`config.mk`:
```
export PLATFORM = sky130hd
export DESIGN_NAME = div_iter
export DESIGN_NICKNAME = d
export VERILOG_FILES = /design/src/rtl/div_pkg.sv /design/src/rtl/div_adder.sv /design/src/rtl/div_iter.sv
export SDC_FILE = /design/constraint.sdc
export NUM_CORES = 1
export LEC_CHECK = 0
export BUFFER_PORTS_ARGS = -buffer_cell sky130_fd_sc_hd__buf_2
export CORE_MARGIN = 3
export CORE_UTILIZATION = 45
export DETAILED_ROUTE_END_ITERATION = 16
export PLACE_DENSITY = 0.69
export SYNTH_ARGS = -nofsm -noshare
export SYNTH_HDL_FRONTEND = slang
export SYNTH_HIERARCHICAL = 1
export SYNTH_SLANG_ARGS = --single-unit
export TNS_END_PERCENT = 5
```
`constraint.sdc`:
```
create_clock -name clk -period 4.39 [get_ports clk]
set_input_delay 0.439 -clock clk [delete_from_list [all_inputs] [get_ports clk]]
set_output_delay 0.439 -clock clk [all_outputs]
set_load 0.005 [all_outputs]
```
`src/rtl/div_pkg.sv`:
```
// Shared types and constants for the iterative divider.
package div_pkg;

    localparam int unsigned DIV_DW = 32;
    localparam int unsigned CNT_W  = $clog2(DIV_DW) + 1;

    typedef enum logic [1:0] {
        S_IDLE = 2'd0,
        S_CALC = 2'd1,
        S_FIX  = 2'd2,
        S_DONE = 2'd3
    } state_e;

endpackage

```
`src/rtl/div_adder.sv`:
```
// Ripple-free behavioural adder with carry, zero and signed-overflow flags.
module div_adder #(
    parameter int unsigned W = 32
) (
    input  logic [W-1:0] a,
    input  logic [W-1:0] b,
    input  logic         cin,
    output logic [W-1:0] sum_c,
    output logic         cout_c,
    output logic         zero_c,
    output logic         ovf_c
);

    logic [W:0] full;

    assign full   = {1'b0, a} + {1'b0, b} + (W+1)'(cin);
    assign sum_c  = full[W-1:0];
    assign cout_c = full[W];
    assign zero_c = (full[W-1:0] == '0);
    assign ovf_c  = (a[W-1] == b[W-1]) && (full[W-1] != a[W-1]);

endmodule

```
`src/rtl/div_iter.sv`:
```
// Multi-cycle restoring divider (DIV/DIVU/REM/REMU) with start/done handshake.
// Signed operation is built only when DIV_SIGNED_EN is defined.
module div_iter
    import div_pkg::*;
#(
    parameter int unsigned DW = DIV_DW
) (
    input  logic          clk,
    input  logic          rst_n,
    input  logic          start,
    input  logic          kill,
    input  logic          is_signed,
    input  logic [DW-1:0] dividend,
    input  logic [DW-1:0] divisor,
    output logic          busy,
    output logic          done,
    output logic [DW-1:0] quotient,
    output logic [DW-1:0] remainder,
    output logic          div_zero
);

    state_e           state_q, state_d;
    logic [CNT_W-1:0] cnt_q, cnt_d;
    logic [DW-1:0]    rem_q, rem_d;
    logic [DW-1:0]    quo_q, quo_d;
    logic [DW-1:0]    dsr_q, dsr_d;
    logic [DW-1:0]    quotient_q, quotient_d;
    logic [DW-1:0]    remainder_q, remainder_d;
    logic             busy_q, busy_d;
    logic             done_q, done_d;
    logic             div_zero_q, div_zero_d;

    logic [DW-1:0]    dividend_abs, divisor_abs;
    logic [DW-1:0]    trial_opa, trial_sum;
    logic             trial_cout, no_borrow;
    logic             unused_zero, unused_ovf;

`ifdef DIV_SIGNED_EN
    localparam logic [DW-1:0] MIN_NEG = {1'b1, {(DW-1){1'b0}}};

    logic neg_quo_q, neg_quo_d;
    logic neg_rem_q, neg_rem_d;
    logic sgn_ovf;

    function automatic logic [DW-1:0] negate(input logic [DW-1:0] x);
        return ~x + DW'(1);
    endfunction

    assign dividend_abs = (is_signed && dividend[DW-1]) ? negate(dividend) : dividend;
    assign divisor_abs  = (is_signed && divisor[DW-1])  ? negate(divisor)  : divisor;
    assign sgn_ovf      = is_signed && (dividend == MIN_NEG) && (divisor == '1);
`else
    logic unused_is_signed;

    assign unused_is_signed = is_signed;
    assign dividend_abs     = dividend;
    assign divisor_abs      = divisor;
`endif

    // Trial subtraction: shifted partial remainder minus divisor magnitude.
    assign trial_opa = {rem_q[DW-2:0], quo_q[DW-1]};

    div_adder #(
        .W (DW)
    ) u_trial (
        .a      (trial_opa),
        .b      (~dsr_q),
        .cin    (1'b1),
        .sum_c  (trial_sum),
        .cout_c (trial_cout),
        .zero_c (unused_zero),
        .ovf_c  (unused_ovf)
    );

    // A remainder bit shifted out of the top always exceeds the divisor.
    assign no_borrow = trial_cout | rem_q[DW-1];

    always_comb begin
        state_d     = state_q;
        cnt_d       = cnt_q;
        rem_d       = rem_q;
        quo_d       = quo_q;
        dsr_d       = dsr_q;
        quotient_d  = quotient_q;
        remainder_d = remainder_q;
        div_zero_d  = div_zero_q;
`ifdef DIV_SIGNED_EN
        neg_quo_d   = neg_quo_q;
        neg_rem_d   = neg_rem_q;
`endif

        unique case (state_q)
            S_IDLE: begin
                if (start) begin
                    if (divisor == '0) begin
                        quotient_d  = '1;
                        remainder_d = dividend;
                        div_zero_d  = 1'b1;
                        state_d     = S_DONE;
                    end
`ifdef DIV_SIGNED_EN
                    else if (sgn_ovf) begin
                        quotient_d  = dividend;
                        remainder_d = '0;
                        div_zero_d  = 1'b0;
                        state_d     = S_DONE;
                    end
`endif
                    else begin
                        rem_d   = '0;
                        quo_d   = dividend_abs;
                        dsr_d   = divisor_abs;
                        cnt_d   = CNT_W'(DW - 1);
`ifdef DIV_SIGNED_EN
                        neg_quo_d = is_signed && (dividend[DW-1] ^ divisor[DW-1]);
                        neg_rem_d = is_signed && dividend[DW-1];
`endif
                        state_d = S_CALC;
                    end
                end
            end
            S_CALC: begin
                if (kill) begin
                    state_d = S_IDLE;
                end else begin
                    rem_d = no_borrow ? trial_sum : trial_opa;
                    quo_d = {quo_q[DW-2:0], no_borrow};
                    if (cnt_q == '0) begin
                        state_d = S_FIX;
                    end else begin
                        cnt_d = cnt_q - CNT_W'(1);
                    end
                end
            end
            S_FIX: begin
                if (kill) begin
                    state_d = S_IDLE;
                end else begin
`ifdef DIV_SIGNED_EN
                    quotient_d  = neg_quo_q ? negate(quo_q) : quo_q;
                    remainder_d = neg_rem_q ? negate(rem_q) : rem_q;
`else
                    quotient_d  = quo_q;
                    remainder_d = rem_q;
`endif
                    div_zero_d  = 1'b0;
                    state_d     = S_DONE;
                end
            end
            S_DONE: begin
                state_d = S_IDLE;
            end
            default: begin
                state_d = S_IDLE;
            end
        endcase

        busy_d = (state_d == S_CALC) || (state_d == S_FIX);
        done_d = (state_d == S_DONE);
    end

    always_ff @(posedge clk or negedge rst_n) begin
        if (!rst_n) begin
            state_q     <= S_IDLE;
            cnt_q       <= '0;
            rem_q       <= '0;
            quo_q       <= '0;
            dsr_q       <= '0;
            quotient_q  <= '0;
            remainder_q <= '0;
            busy_q      <= 1'b0;
            done_q      <= 1'b0;
            div_zero_q  <= 1'b0;
`ifdef DIV_SIGNED_EN
            neg_quo_q   <= 1'b0;
            neg_rem_q   <= 1'b0;
`endif
        end else begin
            state_q     <= state_d;
            cnt_q       <= cnt_d;
            rem_q       <= rem_d;
            quo_q       <= quo_d;
            dsr_q       <= dsr_d;
            quotient_q  <= quotient_d;
            remainder_q <= remainder_d;
            busy_q      <= busy_d;
            done_q      <= done_d;
            div_zero_q  <= div_zero_d;
`ifdef DIV_SIGNED_EN
            neg_quo_q   <= neg_quo_d;
            neg_rem_q   <= neg_rem_d;
`endif
        end
    end

    assign busy      = busy_q;
    assign done      = done_q;
    assign quotient  = quotient_q;
    assign remainder = remainder_q;
    assign div_zero  = div_zero_q;

endmodule
```
==> metrics.md <==
| Metric | Value |
|---|---|
| Outcome | finished clean |
| Clock Path Buffers | 2 |
| Cells on worst reg2reg path | 18 |
| DRC viols | 0 |
| # rows | 52 |
| Headroom to the max-slew limit | 48.3% |
| I/O Buffers | 134 |
| Largest net degree at the start of global routing | 91 |
| Die Ht | 150 um |
| DR vias | 7561 |
| Die footprint | 22500 um^2 |
| Drt wl/cell | 17.0 um |
| Die W | 150 um |
| Clock root buffer | clkbuf_16 |
| Worst-Margin Slew | 775 ps |
| Antenna violations before repair | 0 |
| Unrepaired setup endpoints after global routing | no |
| Finished Core Util | 53.4% |
| Gpl congestion | 0.875 |
| First-pass GRT wire length | 37.6 mm |
| Syn_nets | 1087 |
| Syn-to-layout area delta | 15.9% |
| Worst path required time | 4670 ps |
| Critical path type | reg2reg |
| Final setup vio count | 0 |
| Final period util | 92.3% |
| Worst reg-to-reg setup slack | 340 ps |
| Htree depth | 4 |
| Mapped cell area | 9350 um^2 |
| Most frequent cells in the layout | dfrtp_1, buf_2, nor2_1 |
| Syn Inst Count | 983 |
| Max_cap viols | 0 |
| Final Hold Viols | 0 |
| Final #Nets | 1190 |
| Mapped Avg Cell Area | 9.51 um^2 |
| Synth warn | 6 |
| Total Wirelength | 23.3 mm |
| CP startpoint kind | register |
| Final-layout fill cell count | 1903 |
| Clock skew | 6.26 ps |
| Worst-Skew Late Latency | 430 ps |
| Most common cell after layout, fill and taps aside | dfrtp_1 |
| Number of nets with antenna violations after routing | 0 |
| Io pins | 136 |
| Tmin final | 4050 ps |
| Vias in the first global route | 7221 |
| Diodes inserted | 0 |
| DR pass1 iterations | 5 |
| Vias per Instance | 5.53 |
| Clock sinks | 171 |
| CP Max Fanout | 25 |
| Reg-to-Reg End | rem_q[10] |
| First DRT Iteration DRCs | 534 |
| Worst r2r src | quo_q[31] |
| CTS tree | done |
| Detailed Place HPWL | 16.6 mm |
| Worst Path Arrival | 4330 ps |
| Global Route Usage Sum | 21.0% |
| Power density cells | 641 nW/um^2 |
| Setup TNS | 0 ps |
| Post-Layout Inst Area | 10800 um^2 |
| HP Class | in2async |
| Final WS setup | 337 ps |
| DP Worst Slack | 197 ps |
| CTS buffer count | 17 |
| Worst hold slack | 50.9 ps |
| # hold bufs at CTS | 0 |
| Placed cell area | 10200 um^2 |
| Initial Utilization | 46.1% |
| Share of layout cells above drive strength 1 | 18.4% |
| Worst Setup SP | quo_q[31] |
| VDD IR max | 0.000312 V |
| F_max | 0.247 GHz |
| Leakage power | 5.49 nW |
| Crit end category | register |
| Total gr overflow | 0 |
| Final Max Tran Viols | 0 |
| CORE AREA | 20300 um^2 |
| Worst-path clk slew | 60 ps |
==> per-layer routing <==
| layer | vias to the layer above | global-route usage [%] | part of all wire [%] |
|---|---|---|---|
| met5 | - | 0 | 0 |
| met4 | 0 | 6.27 | 1.8 |
| met3 | 31 | 3.94 | 4.5 |
| met2 | 193 | 32.1 | 46 |
| met1 | 3626 | 30.5 | 48 |
| li1 | 3711 | - | - |
==> layout make-up <==
class                   instances  area, um^2  share of cell area, %
clock buffers                  22         464                   4.28
well taps                     270         338                   3.12
inverters                      51         191                   1.77
repair buffers                149         815                   7.51
clock inverters                 8         190                   1.75
multi-input cells             696        4560                   42.1
flip-flops and latches        171        4280                   39.5
==> worst max-delay path, stage by stage (launching register included) <==
cell and delay [ps]:
dfrtp_1 420, inv_1 110, fa_1 220, inv_1 60, fa_1 420, a211oi_2 260
o21ai_2 130, o211ai_1 170, nand2_1 140, a2111oi_4 380, a2bb2oi_2 240, a21oi_1 90
o21ai_1 200, a21oi_1 90, or2_2 300, nor2_4 120, buf_12 210, mux2i_1 240
o21ai_1 90
==> power breakdown <==
part / leakage, nW / switching, W / internal [W]
sequential: 2.25 / 0.000358 / 0.00189
combinational: 2.92 / 0.00168 / 0.00134
clock: 0.320 / 0.000591 / 0.00109
==> registers in the layout (all words and copies together) (netlist names) <==
signal,cells
dsr_q,32
quo_q,32
quotient,32
rem_q,32
remainder,32
cnt_q,6
state_q,2
busy,1
div_zero,1
done,1
==> per-stage QoR <==
| step | instances | total power, W |
|---|---|---|
| after CTS | 1365 | 0.00694 |
| final | 1367 | 0.00695 |
| after global routing | 1367 | 0.00742 |
| after detailed placement | 1335 | 0.00521 |
| after floorplan | 983 | 0.00452 |
| after global placement | 1335 | 0.00515 |
==> how the worst max path moves through the flow <==
stage,end,slack (ps),depth (start not counted)
2_1_floorplan,rem_q[22],250,18
3_3_place_gp,rem_q[2],290,18
3_5_place_dp,rem_q[3],200,18
4_1_cts,rem_q[10],140,18
5_1_grt,rem_q[10],30,18
6_report,rem_q[10],340,18
==> repair_timing <==
| item | in CTS | in global routing |
|---|---|---|
| gates resized for setup | 0 | 2 |
| buffers inserted | 0 | 2 |
| endpoints found under the setup margin | 0 | 33 |
Note: power is estimated with default switching activity, not from simulation.
